### config.mk
export PLATFORM = sky130hd
export DESIGN_NAME = shift_sequencer
export DESIGN_NICKNAME = d
export VERILOG_FILES = /design/src/rtl/shift_sequencer.sv
export SDC_FILE = /design/constraint.sdc
export NUM_CORES = 1
export LEC_CHECK = 0
export ABC_AREA = 0
export BUFFER_PORTS_ARGS = -buffer_cell sky130_fd_sc_hd__buf_2
export CORE_UTILIZATION = 25
export CTS_BUF_LIST = sky130_fd_sc_hd__clkbuf_2
export CTS_CLUSTER_DIAMETER = 40
export DETAILED_ROUTE_END_ITERATION = 6
export GPL_TIMING_DRIVEN = 0
export PLACE_DENSITY = 0.46
export SLEW_MARGIN = 30
export SYNTH_ARGS = -nofsm -noshare
export SYNTH_HDL_FRONTEND = slang
export SYNTH_SLANG_ARGS = --single-unit
### constraint.sdc
create_clock -name clk_i -period 4.15 [get_ports clk_i]
set_input_delay 0.83 -clock clk_i [delete_from_list [all_inputs] [get_ports clk_i]]
set_output_delay 0.83 -clock clk_i [all_outputs]
set_load 0.01 [all_outputs]
### src/rtl/shift_sequencer.sv
// Multi-cycle 32-bit shifter for srl/sll/sra: one bit position per clock through a single working register.
// Outputs are registered, so done/result/busy lag the internal state by one cycle.
`timescale 1ns/1ps
module shift_sequencer (
  input  logic        clk_i,
  input  logic        reset_i,
  input  logic        start_i,
  input  logic [1:0]  op_i,
  input  logic [4:0]  shamt_i,
  input  logic [31:0] operand_i,
  output logic        busy_o,
  output logic        done_o,
  output logic [31:0] result_o
);

  typedef enum logic [1:0] {
    ST_IDLE  = 2'b00,
    ST_SHIFT = 2'b01,
    ST_DONE  = 2'b10
  } state_e;

  localparam logic [1:0] OP_SRL  = 2'b00;
  localparam logic [1:0] OP_SLL  = 2'b01;
  localparam logic [1:0] OP_SRA  = 2'b10;
  localparam logic [1:0] OP_PASS = 2'b11;

  state_e      state_q, state_d;
  logic [31:0] work_q, work_d;
  logic [4:0]  cnt_q, cnt_d;
  logic [1:0]  op_q, op_d;
  logic        busy_q, busy_d;
  logic        done_q, done_d;
  logic [31:0] result_q, result_d;
  logic [4:0]  cnt_load_s;

  function automatic logic [31:0] shift_step(input logic [1:0] op, input logic [31:0] v);
    logic [31:0] r;
    case (op)
      OP_SRL:  r = {1'b0, v[31:1]};
      OP_SLL:  r = {v[30:0], 1'b0};
      OP_SRA:  r = {v[31], v[31:1]};
      default: r = v;
    endcase
    return r;
  endfunction

  // Next-state, datapath and registered-output decode
  always_comb begin
    state_d    = state_q;
    work_d     = work_q;
    cnt_d      = cnt_q;
    op_d       = op_q;
    result_d   = result_q;
    busy_d     = 1'b0;
    done_d     = 1'b0;
    cnt_load_s = (op_i == OP_PASS) ? 5'd0 : shamt_i;

    case (state_q)
      ST_IDLE, ST_DONE: begin
        if (start_i) begin
          work_d  = operand_i;
          op_d    = op_i;
          cnt_d   = cnt_load_s;
          state_d = (cnt_load_s == 5'd0) ? ST_DONE : ST_SHIFT;
        end else begin
          state_d = ST_IDLE;
        end
      end
      ST_SHIFT: begin
        work_d = shift_step(op_q, work_q);
        cnt_d  = cnt_q - 5'd1;
        if (cnt_q == 5'd1) begin
          state_d = ST_DONE;
        end else begin
          state_d = ST_SHIFT;
        end
      end
      default: begin
        state_d = ST_IDLE;
      end
    endcase

    // Outputs trail the state by one register stage
    busy_d = (state_q == ST_SHIFT);
    done_d = (state_q == ST_DONE);
    if (state_q == ST_DONE) begin
      result_d = work_q;
    end else begin
      result_d = result_q;
    end
  end

  // State and output registers with synchronous reset
  always_ff @(posedge clk_i) begin
    if (reset_i) begin
      state_q  <= ST_IDLE;
      work_q   <= 32'd0;
      cnt_q    <= 5'd0;
      op_q     <= 2'b00;
      busy_q   <= 1'b0;
      done_q   <= 1'b0;
      result_q <= 32'd0;
    end else begin
      state_q  <= state_d;
      work_q   <= work_d;
      cnt_q    <= cnt_d;
      op_q     <= op_d;
      busy_q   <= busy_d;
      done_q   <= done_d;
      result_q <= result_d;
    end
  end

  assign busy_o   = busy_q;
  assign done_o   = done_q;
  assign result_o = result_q;

endmodule
# Yosys cells after proc, flatten, opt, wreduce, memory -nomap -nowiden
# Index checks and enable logic that the tools add are counted.
# totals
register_bits	75
latch_bits	0
ram_bits	0
mem_bits_ro	0
inputBits	42
mem_count	0
# op_classes
add_sub_neg	1
mul	0
n_div	0
n_lt_le_gt_ge	0
n_eq_ne	10
shift	0
n_mux	10
n_bitwise	0
n_reduce_logical	9
# op_table
op	count
$pmux W32 S3	1
$pmux W32 S2	1
$mux W32	1
$mux W5	2
$pmux W5 S2	1
$eq A2 B2 Y1 const B	3
$mux W2	3
$eq A5 B1 Y1 const B	1
$logic_not A5 Y1	1
$sub A5 B1 Y5 const B	1
$eq A2 B1 Y1 const B	2
$logic_not A2 Y1	2
$ne A2 B2 Y1 const B	2
$ne A4 B1 Y1 const B	1
$pmux W2 S2	1
$reduce_and A2 Y1	2
$reduce_and A4 Y1	1
$ne A3 B1 Y1 const B	1
$reduce_and A3 Y1	1
$reduce_bool A2 Y1	1
$reduce_or A2 Y1	1

# Depth between registers and ports, before layout
# depth
depth_word	6
mapped_depth	8
depth_no_buf	6

# Worst setup path before layout
# Ideal clock, no wire load.
# synth_path
path_kind	input-to-reg
from	in shamt_i[1]
to	reg state_q[1]
arrival_ps	1605
t_required_ps	4087
slack_ps	2482
cell_stages	4
path_buffers	0
cell_sequence	or4_4 > o21ai_1 > a2bb2oi_1 > nor2_2
# synth_via
elab_chain_len	5
# synth_rtl
element	line_no	source
from (decl)	9	input logic [4:0] shamt_i,
$mux W5	56	cnt_load_s = (op_i == OP_PASS) ? 5'd0 : shamt_i;
$logic_not A5 Y1	64	state_d = (cnt_load_s == 5'd0) ? ST_DONE : ST_SHIFT;
$mux W2	64	
$mux W2	60	if (start_i) begin
$pmux W2 S2	58	case (state_q)
to (signal assigned)	104	state_q <= state_d;
to (decl)	27	state_e state_q, state_d;
# No other way between the ends.
# A chain may end at the register's enable or synchronous reset.

# Worst setup path in the final report
# layout_path
from	reg result_q[0], in the netlist result_o[0]
to	out result_o[0]
# layout_rtl
element	line_no	source
from (decl)	33	logic [31:0] result_q, result_d;
from (signal assigned)	110	result_q <= result_d;
to (decl)	13	output logic [31:0] result_o
# No word-level cell between the ends.

==> results.json <==
{
  "io_pins": 76,
  "slew_headroom": 0.656,
  "fin_util": 0.311,
  "grt_pass1_vias": 3128,
  "cts_made_buffers": 9,
  "fillers": 1497,
  "htree_levels": 3,
  "p_per_area_mw_per_mm2": 369,
  "postCtsSetupBuffers": 0,
  "wl_met2_um": 4860,
  "clk_path_buf_depth": 2,
  "critical_path_required_ps": 3320,
  "area_growth_pct": 20.0,
  "die_y_um": 120,
  "clock_latency_ps": 530,
  "drive_gt1_frac": 0.262,
  "final_nets": 531,
  "setup_viol": 0,
  "place.gp.congestion": 0.767,
  "dieArea_mm2": 0.0144,
  "clkTransAtPathRegs_ps": 190,
  "period_share": 0.460,
  "grt_pass1_wl_um": 16300,
  "drt_pass1_iterations": 4,
  "postSynthCellCount": 399,
  "cts-root-buf": "clkbuf_2",
  "rsz0062_at_grt": "no",
  "peakVddDrop_uv": 141,
  "grt_usage": 0.148,
  "syn-cell-area_mm2": 0.00348,
  "wl_met3_um": 552,
  "cts-hold-fix-buffers": 0,
  "yosysTopAreaCellShare": 0.432,
  "cts.sinks": 75,
  "path_buf_inv": 1,
  "avgSynthCellArea_um2": 8.71,
  "syn-num-nets": 446,
  "via_count": 3242,
  "final-max-slew-violation-count": 0,
  "cp-start-kind": "register",
  "drc_errors": 0,
  "start_util": 0.259,
  "routed_via_density": 4.87,
  "worst_pin_slew_ps": 516,
  "slowest_stage": "dfxtp_1",
  "cts_resized": 0,
  "ys_seq_elements": 75,
  "wl_um": 10200,
  "first_iter_violations": 229,
  "top_layer_used": "met4",
  "hold_path.class": "reg -> reg",
  "netlist-cell-type-count": 39,
  "critPathMaxFanout": 2,
  "wl_met1_um": 4700,
  "core_area_mm2": 0.0134,
  "drtAntennaViolNets": 0,
  "synth_top_family_by_area": "compound AO/OA/AOI/OAI gates",
  "p_leak_nw": 1.90,
  "holdWs_ps": 464,
  "synthTopCellsByArea": "dfxtp_1 (43%), o211a_1 (8.6%), nand2_1 (7.9%)",
  "muxShareOfSynthArea": 0,
  "yosysWarnings": 0,
  "grt_antenna_before_repair": 1,
  "ys_seq_area_frac": 0.432,
  "cts_tree": "built",
  "critPathArrivalTime_ps": 1080,
  "tns_ps": 0,
  "period_minus_slack_ps": 1910,
  "synth_adder_area_share": 0.0180,
  "synth-xor-area-share": 0,
  "synth_compound_area_frac": 0.305,
  "status": "finished, final reports clean",
  "criticalPathCategory": "reg -> out",
  "synthSimpleGateAreaFrac": 0.162,
  "clock_skew_ps": 13.1,
  "cap_viol_max_count": 0,
  "die_w_um": 120,
  "grt_start_max_net_pins": 12,
  "hold_viol": 0,
  "numPortBuffers": 74,
  "path_cells": "buf_2",
  "slowest_delay_ps": 400,
  "row_count": 42,
  "wl_per_cell_um": 15.3,
  "grt_overflow": 0,
  "hpwl_um": 7420,
  "max_freq_mhz": 524,
  "crit_family": "flip-flops",
  "synth_top_cell_by_area": "dfxtp_1",
  "cp-end-kind": "primary output"
}
-- metrics by stage --
step	area, um2	total power [W]	setup slack [ps]	std cells
floorplan	3480	0.00106	2480	399
global placement	4070	0.00116	2300	649
detailed placement	4070	0.00116	2280	649
CTS	4170	0.00156	2190	665
global route	4170	0.00163	2150	666
finish	4170	0.00154	2240	666
-- metal layers --
layer / vias to the layer above / track usage
met5: - / 0
met1: 1541 / 0.190
met2: 85 / 0.241
met3: 5 / 0.0423
met4: 0 / 0.0422
li1: 1611 / -
-- area by class of cell --
cell class	instances	area [um2]	share of cell area
Multi-Input combinational cell	281	1680	0.404
Clock buffer	12	60.1	0.0144
Antenna cell	1	2.50	0.000600
Buffer	38	273	0.0654
Sequential cell	75	1500	0.360
Timing Repair Buffer	74	370	0.0888
Clock inverter	4	41.3	0.00990
Inverter	5	18.8	0.00450
Tap cell	176	220	0.0528
-- placed cells by master, fill, tap and decap left out, types with 3 or more instances in the layout --
cell type and instances:
clkbuf_2 12, nor3_1 3, buf_2 88, o211a_1 30, clkbuf_1 8, nand3_1 6
buf_4 3, clkinv_1 3, a21oi_1 39, ha_1 5, o21ai_1 3, inv_1 5
buf_6 10, nand2_1 73, nor2_1 37, o22ai_1 30, dfxtp_1 75, a22oi_1 31
-- cell families after synthesis --
logic type	count (synthesis)
adders and majority gates	5
DFF	75
AOI/OAI and AO/OA	144
and+or+nand+nor	132
buffers and inverters	43
-- where the power goes --
group / leakage, nW / switching (W) / internal [W]
clock network: 0.0687 / 0.000249 / 0.000141
logic: 1.22 / 0.000178 / 0.000142
registers: 0.614 / 0.0000545 / 0.000775
total: 1.90 / 0.000482 / 0.00106
-- synth_stat cells, drive strengths merged --
cell type and number:
o21ai 4, buf 29, and2 1, a32oi 1, a21oi 40, a211oi 1, a31oi 2, nand2 73
nor2b 1, nand3 6, nor3 4, a311oi 1, nand3b 1, a221oi 2, nor2 38, inv 5
o211a 30, a2bb2oi 1, o31ai 1, or3 1, nand2b 4, and2b 2, clkbuf 9, or4 1
o22ai 30, a22oi 31, ha 5, dfxtp 75
-- flip-flops by register name, indices dropped and copies added, names as in the netlist --
register and count:
op_q 2, result_o 32, work_q 32, state_q 2
done_o 1, busy_o 1, cnt_q 5
-- final timing paths --
path | startpoint | end | slack [ps] | depth (start not counted)
setup reg to reg | op_q[0] | work_q[25] | 2410 | 8
hold / removal | result_o[22] | result_o[22] | 460 | 2
setup / recovery | result_o[0] | result_o[0] | 2240 | 1
hold reg to reg | result_o[22] | result_o[22] | 460 | 2
No activity file was read; power rests on OpenSTA's default activity.
